[src/rtl/pcu_pkg.sv]
// rtl/pcu_pkg.sv - shared state, opcode and enable encodings for param_control_unit
package pcu_pkg;

    typedef enum logic [3:0] {
        S_IDLE, S_FETCH, S_DECODE, S_EXEC, S_MEMRD, S_MEMWR,
        S_IMM, S_JTGT, S_ALU, S_HALT, S_TRAP
    } state_t;

    localparam logic [31:0] OP_NOP      = 32'd0;
    localparam logic [31:0] OP_LOADAC   = 32'd1;
    localparam logic [31:0] OP_STAC     = 32'd2;
    localparam logic [31:0] OP_MOVACR   = 32'd3;
    localparam logic [31:0] OP_MOVRAC   = 32'd4;
    localparam logic [31:0] OP_ADD      = 32'd5;
    localparam logic [31:0] OP_SUB      = 32'd6;
    localparam logic [31:0] OP_LSH      = 32'd7;
    localparam logic [31:0] OP_RSH      = 32'd8;
    localparam logic [31:0] OP_INC      = 32'd9;
    localparam logic [31:0] OP_LOADIM   = 32'd10;
    localparam logic [31:0] OP_JUMP     = 32'd11;
    localparam logic [31:0] OP_JUMPZ    = 32'd12;
    localparam logic [31:0] OP_JUMPNZ   = 32'd13;
    localparam logic [31:0] OP_MOVACDAR = 32'd14;
    localparam logic [31:0] OP_MOVDARAC = 32'd15;
    localparam logic [31:0] OP_END      = 32'd63;

    localparam int RS_NONE = 0;
    localparam int RS_IMEM = 1;
    localparam int RS_DMEM = 2;
    localparam int RS_AC   = 3;
    localparam int RS_DAR  = 4;
    localparam int RS_REG0 = 5;

    localparam int WE_PC    = 0;
    localparam int WE_IR    = 1;
    localparam int WE_DAR   = 2;
    localparam int WE_AC    = 3;
    localparam int WE_ACALU = 4;
    localparam int WE_REG0  = 5;

    localparam int INC_PC   = 0;
    localparam int INC_AC   = 1;
    localparam int INC_DAR  = 2;
    localparam int INC_REG0 = 3;

    localparam logic [2:0] ALU_PASS = 3'd0;
    localparam logic [2:0] ALU_ADD  = 3'd1;
    localparam logic [2:0] ALU_SUB  = 3'd2;
    localparam logic [2:0] ALU_LSH  = 3'd3;
    localparam logic [2:0] ALU_RSH  = 3'd4;

    // INC reuses two index values to reach AC and DAR
    localparam logic [3:0] IDX_AC  = 4'd15;
    localparam logic [3:0] IDX_DAR = 4'd14;

    function automatic int rs_width(input int num_regs);
        return $clog2(5 + num_regs);
    endfunction

endpackage

[src/rtl/pcu_decode.sv]
// rtl/pcu_decode.sv - opcode/index legality and EXEC-state enable decode
module pcu_decode
    import pcu_pkg::*;
#(
    parameter int NUM_REGS = 6,
    parameter int OPC_W    = 6,
    parameter int RS_W     = 4,
    parameter int WE_W     = 11,
    parameter int INC_W    = 9
) (
    input  logic [OPC_W-1:0] opc_i,
    input  logic [3:0]       idx_i,
    input  logic             z_flag_i,
    output logic             illegal_o,
    output state_t           next_o,
    output logic             skip_o,
    output logic [RS_W-1:0]  read_sel_o,
    output logic [WE_W-1:0]  write_en_o,
    output logic [INC_W-1:0] inc_en_o,
    output logic [2:0]       alu_op_o
);

    logic [31:0] opc;
    logic        idx_ok;

    assign opc    = 32'(opc_i);
    assign idx_ok = 32'(idx_i) < NUM_REGS;

    always_comb begin
        illegal_o  = 1'b0;
        next_o     = S_FETCH;
        skip_o     = 1'b0;
        read_sel_o = RS_W'(RS_NONE);
        write_en_o = '0;
        inc_en_o   = '0;
        alu_op_o   = ALU_PASS;
        case (opc)
            OP_NOP: inc_en_o[INC_PC] = 1'b1;
            OP_LOADAC: begin
                read_sel_o         = RS_W'(RS_AC);
                write_en_o[WE_DAR] = 1'b1;
                next_o             = S_MEMRD;
            end
            OP_STAC: next_o = S_MEMWR;
            OP_MOVACR: begin
                read_sel_o       = RS_W'(RS_AC);
                inc_en_o[INC_PC] = 1'b1;
                if (idx_ok) write_en_o = WE_W'(1) << (WE_REG0 + 32'(idx_i));
                else        illegal_o  = 1'b1;
            end
            OP_MOVRAC: begin
                inc_en_o[INC_PC] = 1'b1;
                if (idx_ok) begin
                    read_sel_o        = RS_W'(RS_REG0 + 32'(idx_i));
                    write_en_o[WE_AC] = 1'b1;
                end else begin
                    illegal_o = 1'b1;
                end
            end
            OP_ADD: begin alu_op_o = ALU_ADD; next_o = S_ALU; end
            OP_SUB: begin alu_op_o = ALU_SUB; next_o = S_ALU; end
            OP_LSH: begin alu_op_o = ALU_LSH; next_o = S_ALU; end
            OP_RSH: begin alu_op_o = ALU_RSH; next_o = S_ALU; end
            OP_INC: begin
                inc_en_o[INC_PC] = 1'b1;
                if (idx_i == IDX_AC)       inc_en_o[INC_AC]  = 1'b1;
                else if (idx_i == IDX_DAR) inc_en_o[INC_DAR] = 1'b1;
                else if (idx_ok)           inc_en_o = inc_en_o | (INC_W'(1) << (INC_REG0 + 32'(idx_i)));
                else                       illegal_o = 1'b1;
            end
            OP_LOADIM: begin inc_en_o[INC_PC] = 1'b1; next_o = S_IMM; end
            OP_JUMP:   begin inc_en_o[INC_PC] = 1'b1; next_o = S_JTGT; end
            // not-taken branches still visit JTGT, which then only skips the operand
            OP_JUMPZ:  begin inc_en_o[INC_PC] = 1'b1; next_o = S_JTGT; skip_o = !z_flag_i; end
            OP_JUMPNZ: begin inc_en_o[INC_PC] = 1'b1; next_o = S_JTGT; skip_o = z_flag_i; end
            OP_MOVACDAR: begin
                read_sel_o         = RS_W'(RS_AC);
                write_en_o[WE_DAR] = 1'b1;
                inc_en_o[INC_PC]   = 1'b1;
            end
            OP_MOVDARAC: begin
                read_sel_o        = RS_W'(RS_DAR);
                write_en_o[WE_AC] = 1'b1;
                inc_en_o[INC_PC]  = 1'b1;
            end
            OP_END:  next_o = S_HALT;
            default: illegal_o = 1'b1;
        endcase
        if (illegal_o) next_o = S_TRAP;
    end

endmodule

[src/rtl/param_control_unit.sv]
// rtl/param_control_unit.sv - fetch/decode/execute sequencer with req/ready memory handshake
module param_control_unit
    import pcu_pkg::*;
#(
    parameter  int DATA_W   = 16,
    parameter  int NUM_REGS = 6,
    parameter  int OPC_W    = 6,
    localparam int RS_W     = rs_width(NUM_REGS),
    localparam int WE_W     = 5 + NUM_REGS,
    localparam int INC_W    = 3 + NUM_REGS
) (
    input  logic              clk_i,
    input  logic              rst_ni,
    input  logic              start_i,
    input  logic [DATA_W-1:0] instruction_i,
    input  logic              z_flag_i,
    input  logic              mem_ready_i,
    output logic              mem_req_o,
    output logic              mem_sel_o,
    output logic              mem_we_o,
    output logic [RS_W-1:0]   read_sel_o,
    output logic [WE_W-1:0]   write_en_o,
    output logic [INC_W-1:0]  inc_en_o,
    output logic [2:0]        alu_op_o,
    output logic              end_process_o,
    output logic              error_o
);

    state_t state_q, state_d;
    logic   skip_q, skip_d;
    logic   end_q, end_d;
    logic   err_q, err_d;

    logic             dec_illegal;
    state_t           dec_next;
    logic             dec_skip;
    logic [RS_W-1:0]  dec_read_sel;
    logic [WE_W-1:0]  dec_write_en;
    logic [INC_W-1:0] dec_inc_en;
    logic [2:0]       dec_alu_op;

    if (DATA_W > OPC_W + 4) begin : g_spare
        logic unused_hi;
        assign unused_hi = ^instruction_i[DATA_W-1:OPC_W+4];
    end

    pcu_decode #(
        .NUM_REGS(NUM_REGS),
        .OPC_W   (OPC_W),
        .RS_W    (RS_W),
        .WE_W    (WE_W),
        .INC_W   (INC_W)
    ) u_decode (
        .opc_i     (instruction_i[OPC_W-1:0]),
        .idx_i     (instruction_i[OPC_W+3:OPC_W]),
        .z_flag_i  (z_flag_i),
        .illegal_o (dec_illegal),
        .next_o    (dec_next),
        .skip_o    (dec_skip),
        .read_sel_o(dec_read_sel),
        .write_en_o(dec_write_en),
        .inc_en_o  (dec_inc_en),
        .alu_op_o  (dec_alu_op)
    );

    always_ff @(posedge clk_i or negedge rst_ni) begin
        if (!rst_ni) begin
            state_q <= S_IDLE;
            skip_q  <= 1'b0;
            end_q   <= 1'b0;
            err_q   <= 1'b0;
        end else begin
            state_q <= state_d;
            skip_q  <= skip_d;
            end_q   <= end_d;
            err_q   <= err_d;
        end
    end

    always_comb begin
        state_d    = state_q;
        skip_d     = skip_q;
        mem_req_o  = 1'b0;
        mem_sel_o  = 1'b0;
        mem_we_o   = 1'b0;
        read_sel_o = RS_W'(RS_NONE);
        write_en_o = '0;
        inc_en_o   = '0;
        alu_op_o   = ALU_PASS;
        case (state_q)
            S_IDLE: if (start_i) state_d = S_FETCH;
            S_FETCH: begin
                mem_req_o  = 1'b1;
                read_sel_o = RS_W'(RS_IMEM);
                if (mem_ready_i) begin
                    write_en_o[WE_IR] = 1'b1;
                    state_d           = S_DECODE;
                end
            end
            S_DECODE: state_d = dec_illegal ? S_TRAP : S_EXEC;
            S_EXEC: begin
                read_sel_o = dec_read_sel;
                write_en_o = dec_write_en;
                inc_en_o   = dec_inc_en;
                alu_op_o   = dec_alu_op;
                skip_d     = dec_skip;
                state_d    = dec_next;
            end
            S_MEMRD: begin
                mem_req_o  = 1'b1;
                mem_sel_o  = 1'b1;
                read_sel_o = RS_W'(RS_DMEM);
                if (mem_ready_i) begin
                    write_en_o[WE_AC] = 1'b1;
                    inc_en_o[INC_PC]  = 1'b1;
                    state_d           = S_FETCH;
                end
            end
            S_MEMWR: begin
                mem_req_o  = 1'b1;
                mem_sel_o  = 1'b1;
                mem_we_o   = 1'b1;
                read_sel_o = RS_W'(RS_AC);
                if (mem_ready_i) begin
                    inc_en_o[INC_PC] = 1'b1;
                    state_d          = S_FETCH;
                end
            end
            S_IMM: begin
                mem_req_o  = 1'b1;
                read_sel_o = RS_W'(RS_IMEM);
                if (mem_ready_i) begin
                    write_en_o[WE_AC] = 1'b1;
                    inc_en_o[INC_PC]  = 1'b1;
                    state_d           = S_FETCH;
                end
            end
            S_JTGT: begin
                if (skip_q) begin
                    inc_en_o[INC_PC] = 1'b1;
                    state_d          = S_FETCH;
                end else begin
                    mem_req_o  = 1'b1;
                    read_sel_o = RS_W'(RS_IMEM);
                    if (mem_ready_i) begin
                        write_en_o[WE_PC] = 1'b1;
                        state_d           = S_FETCH;
                    end
                end
            end
            S_ALU: begin
                alu_op_o             = dec_alu_op;
                write_en_o[WE_ACALU] = 1'b1;
                inc_en_o[INC_PC]     = 1'b1;
                state_d              = S_FETCH;
            end
            S_HALT:  state_d = S_HALT;
            S_TRAP:  state_d = S_TRAP;
            default: state_d = S_TRAP;
        endcase
        end_d = (state_d == S_HALT);
        err_d = (state_d == S_TRAP);
    end

    assign end_process_o = end_q;
    assign error_o       = err_q;

endmodule

[config.mk]
export PLATFORM = sky130hd
export DESIGN_NAME = param_control_unit
export DESIGN_NICKNAME = d
export VERILOG_FILES = /design/src/rtl/pcu_pkg.sv /design/src/rtl/pcu_decode.sv /design/src/rtl/param_control_unit.sv
export SDC_FILE = /design/constraint.sdc
export NUM_CORES = 1
export LEC_CHECK = 0
export ABC_AREA = 1
export CAP_MARGIN = 25
export CORE_ASPECT_RATIO = 0.7
export CORE_UTILIZATION = 40
export CTS_CLUSTER_SIZE = 12
export DETAILED_ROUTE_END_ITERATION = 10
export GPL_TIMING_DRIVEN = 0
export PLACE_DENSITY = 0.82
export RECOVER_POWER = 100
export SLEW_MARGIN = 20
export SYNTH_ARGS = -nofsm -noshare
export SYNTH_HDL_FRONTEND = slang
export SYNTH_HIERARCHICAL = 1
export SYNTH_SLANG_ARGS = --single-unit
[constraint.sdc]
create_clock -name clk_i -period 4.3 [get_ports clk_i]
set_input_delay 0.86 -clock clk_i [delete_from_list [all_inputs] [get_ports clk_i]]
set_output_delay 0.86 -clock clk_i [all_outputs]
set_load 0.03 [all_outputs]
Word level (Yosys, flattened, before mapping)
Index checks and enable logic that the tools add are counted.
Storage, ports and cells
  register bits: 7
  input bits: 21
  output and inout bits: 32
  word-level logic and storage cells: 103
Operators by class
  $add $sub $neg: 2
  magnitude comparators: 1
  equality and inequality tests: 29
  shift-type cells: 2
  muxes and demuxes: 49
  reduce and logical (&&, ||, !) cells: 16
Operator list (count)
  6-bit by 4-bit equality test with 1-bit output (second input constant): 8
  32-bit zero test: 1
  4-bit case mux with 8 select lines: 1
  1-bit by 32-bit << shifter with 11-bit output (first input constant): 1
  1-bit by 32-bit << shifter with 9-bit output (first input constant): 1
  4-bit 2-to-1 mux: 7
  4-bit equality test (second input constant): 6
  6-bit by 3-bit equality test with 1-bit output (second input constant): 4
  4-bit case mux with 6 select lines: 1
  4-bit case mux with 5 select lines: 1
  4-bit by 3-bit equality test with 1-bit output (second input constant): 4
  8-bit 2-to-1 mux: 2
  1-bit case mux with 2 select lines: 8
  1-bit 2-to-1 mux: 15
  7-bit 2-to-1 mux: 2
  14-bit OR reduction: 1
  6-bit by 2-bit equality test with 1-bit output (second input constant): 2
  6-bit 2-to-1 mux: 2
  3-bit case mux with 4 select lines: 1
  4-bit case mux with 3 select lines: 1
  2-bit OR reduction: 6
  11-bit 2-to-1 mux: 1
  9-bit 2-to-1 mux: 1
  3-bit OR reduction: 3
  other kinds (15): 19

Logic depth before layout (Yosys ltp)
Gate-level depths: netlist (run 1).
  depth after elaboration: 8
  gate-level depth with buffers: 17
  gate-level depth less buffers: 17

Hierarchy
The synthesis (run 1) kept the hierarchy.
Modules (own cells, without submodules)
  param_control_unit: times used 1, cells an instance 139, area an instance 797.0 um^2, seq. area each 175.2 um^2
  pcu_decode: times used 1, cells an instance 151, area an instance 769.5 um^2, seq. area each 0.0 um^2

Least setup slack after synthesis (run 1)
OpenSTA, ideal clock, no wires.
  kind: input to output
  from: in instruction_i[6]
  to: out inc_en_o[8]
  data arrival time: 2174 ps
  required time: 3440 ps
  slack: 1266 ps
  stages: 8
  buffers on the path: 0
  path through: inv_1 ha_1 xnor2_1 nor2_1 inv_1 nor4_2 inv_1 nor2_1
On the way
  cells in the longest elaborated chain, start to end: 7
  elaborated cells on any way between the ends: 10
  those cells by class: add/sub (1); order compare (1); eq/ne (2); shift (1); mux (5)
RTL lines
  start: declaration: RTL line param_control_unit.sv:15  | input logic [DATA_W-1:0] instruction_i,
  2-bit by 4-bit adder with 5-bit output: RTL line pcu_decode.sv:68  | else if (idx_ok) inc_en_o = inc_en_o | (INC_W'(1) << (INC_REG0 + 32'(idx_i)));
  1-bit by 32-bit << shifter with 9-bit output: RTL line pcu_decode.sv:68
  9-bit 2-to-1 mux: RTL line pcu_decode.sv:68
  6-bit 2-to-1 mux: RTL line pcu_decode.sv:67  | else if (idx_i == IDX_DAR) inc_en_o[INC_DAR] = 1'b1;
  7-bit 2-to-1 mux (*): RTL line pcu_decode.sv:66  | if (idx_i == IDX_AC) inc_en_o[INC_AC] = 1'b1;
  8-bit 2-to-1 mux (*): RTL line pcu_decode.sv:37  | case (opc)
  via dec_inc_en[8]: RTL line param_control_unit.sv:39  | logic [INC_W-1:0] dec_inc_en;
  8-bit 2-to-1 mux (*): RTL line param_control_unit.sv:90  | case (state_q)
  end: declaration: RTL line param_control_unit.sv:23  | output logic [INC_W-1:0] inc_en_o,
Mark *: on every way through the listed nets, which the timed path passes. The rest lies on a longest branch.

Worst setup path in the final report (run 1)
  from: in instruction_i[6]
  to: out inc_en_o[6]
Same word-level chain as after synthesis.

==> metrics.txt, run 1 <==
period utilization=0.9684; crit-path max cell delay=0.67 ns; CTS Buf Count=3; vias in the first global route=1520; IO Port Bufs=46; max cap viols=0; Post-DRT Antenna Nets=0; Total GRT Usage=0.2013; remaining global-route overflow=0; cells on worst reg2reg path=7; min-delay worst type=reg2reg; crit-path max FO=5; CTS tree=done; CP required=3.44 ns; number of vias per cell=4.849; Achievable Freq=240.1 MHz; root buffer cell=clkbuf_8; Die ar.=4175 um2; unrepaired setup endpoints after global routing=false; Area Overhead vs Synth=35.46%; Leak=1.067 nW; Yosys cell types=30; Final Critical Period=4.164 ns; number of H-tree levels=1; Initial Util=0.4320; vias post-DR=1891; fraction of registers with async set/reset=1.000; clk sink count=7; Core Area=3626 um2; reg2reg setup slack=2.94 ns; total power draw=0.6475 mW; Boundary Pins=53; measured slew at the worst slew-check pin=0.3889 ns; count leader, synth=inv_1; Yosys reg bits=7; post-synth net total=317; ys flop type=dfrtp_1; post-route cell area=2122 um2; clk slew on worst S/H paths=0.04 ns; crit-path cells=clkdlybuf4s50_1 -> inv_1 -> ha_1 -> nand2_1 -> nand2_1 -> nor2_4 -> nand3_1 -> nor3_1 -> inv_1 -> nor2_1 -> clkdlybuf4s50_1; die width=76.80 um; placed wire-length estimate=3.645 mm; DRT iter0 DRCs=157; post-synth top area share=0.1486; drt drc=0; layout cells sized above 1=0.1206; Clock Path Buffers=2; mean post-synth cell area=5.402 um2; FP Rows=18; Hold Path Stages=2; Setup Viol. Count Final=0; post-synthesis cell area=1567 um2; GPL Wtd Cong=0.9907; Synth Warn #=6; critical path's slowest cell=clkdlybuf4s50_1; pin count of the biggest net entering global routing=11; Slew Limit Fails=0; Max Clock Skew=0.002992 ns; Hold-fix buffers, CTS=0; Worst-Skew Late Latency=0.23 ns; P per Cell Area=305.1 nW/um2; Max VDD drop=0.2569 mV; Final #Nets=368; status=finished clean; synth cell count leaders=inv_1 (62), nor2_1 (54), nand2_1 (51); Worst Path Arrival=3.30 ns; DR WL/cell=10.97 um; synth top area cells=inv_1 (15%), nor2_1 (13%), nand2_1 (12%); Seq/Total Area, Yosys=0.1118; Crit. End Element=output pin; Post-Route WL=4.280 mm; Post-synth EDFFs=0; class of the most critical setup path=in2out; Area after DPL=2090 um2; Cells after Synth=290; relative slew slack=0.7419; First-pass DRT Iterations=4; total negative slack=0 ns; die height=54.36 um; initial antenna violation count=0; ANT cells=0; post-synth top area cell=inv_1; Filler cells=366; first-pass GRT wire length=6.693 mm; CP Launch Type=primary input; Hold Vio Cnt, Final=0
layer usage:
metal	wire (um)	GRT usage	vias up	part of all wire
li1	-	-	991	-
met1	2058	0.2844	820	0.48
met2	1815	0.3304	74	0.42
met3	359	0.02833	6	0.084
met4	46	0.03846	0	0.011
met5	0	0	-	0
repair_timing:
item                       in CTS  in global routing
setup buffers                   0                  0
setup endpoints to repair       0                  2
resized for setup               0                  2
cell usage in the layout, fill, tap and decap left out, types with 2 or more instances in the layout:
master           count
a21oi_1              2
nand2_4              2
o21bai_1             2
a31oi_1              2
ha_1                 6
xor2_1               2
inv_1               63
o21ai_0             11
clkdlybuf4s50_1     20
nor2_2               6
nor3_1              10
buf_6                2
nand3_2              3
nand3_1             35
dlygate4sd3_1       24
clkbuf_8             3
nor2_4               6
inv_2                6
nor2_1              54
nand2_1             51
a21oi_2              2
dfrtp_1              7
nand2_2              6
clkbuf_1             3
nand4_1              3
cell type report:
type | instances | area (um2) | share of cell area
plain buffers | 3 | 27.53 | 0.01297
clock buffers | 4 | 45.04 | 0.02123
inverters | 71 | 274.0 | 0.1291
multi-input cells | 209 | 1090 | 0.5136
flip-flops and latches | 7 | 175.2 | 0.08255
well taps | 50 | 62.56 | 0.02948
repair buffers | 46 | 447.9 | 0.2111
through the flow:
stage	hold slack (ns)	setup WS (ns)	util	cells
4_1_cts	0.6427	0.1267	0.5887	390
6_report	0.6457	0.1358	0.5852	390
3_5_place_dp	0.6353	0.1297	0.5763	386
5_1_grt	0.6925	0.006758	0.5852	390
3_3_place_gp	0.6406	0.2025	0.5763	386
2_1_floorplan	0.5534	1.266	-	290
kinds of logic (layout without fill, tap and decap cells):
family	after synthesis	after routing	share of synthesized area
AND/OR/NAND/NOR	179	179	0.5487
buffers and inverters	74	124	0.1925
AO/OA/AOI/OAI	21	21	0.08227
flip-flops	7	7	0.1118
adder cells (fa/ha/maj)	6	6	0.04792
XOR/XNOR	3	3	0.01678
registers in the layout, summed over array words and instances (netlist names):
register       flops
end_process_o      1
error_o            1
skip_q             1
state_q            4
power breakdown:
group / leakage (nW) / switching (mW) / internal (mW) / total, mW
Combinational: 0.953 / 0.287 / 0.143 / 0.430
Clock: 0.0228 / 0.0276 / 0.0640 / 0.0917
Sequential: 0.0915 / 0.0382 / 0.0874 / 0.126
worst max-delay path: cells and delay by family:
kind                     cells  cell delay [ns]
buffers and inverters        4             1.45
AND/OR/NAND/NOR              6             0.71
adder cells (fa/ha/maj)      1             0.30
final timing paths:
| check | startpoint | end |
|---|---|---|
| worst max-delay path | instruction_i[6] | inc_en_o[6] |
| worst min-delay path | skip_q | skip_q |
| min in group asynchronous | rst_ni | state_q[0] |
| worst max register to register | state_q[3] | end_process_o |
| max in group asynchronous | rst_ni | end_process_o |
| worst min register to register | skip_q | skip_q |
(Power assumes the default switching activity.)
==> run 2, diff against run 1 <==
GPL_ROUTABILITY_DRIVEN = 1   (was unset)
==> results of run 2 <==
No change in the layout: final DEF, timing and power equal those of run 1.
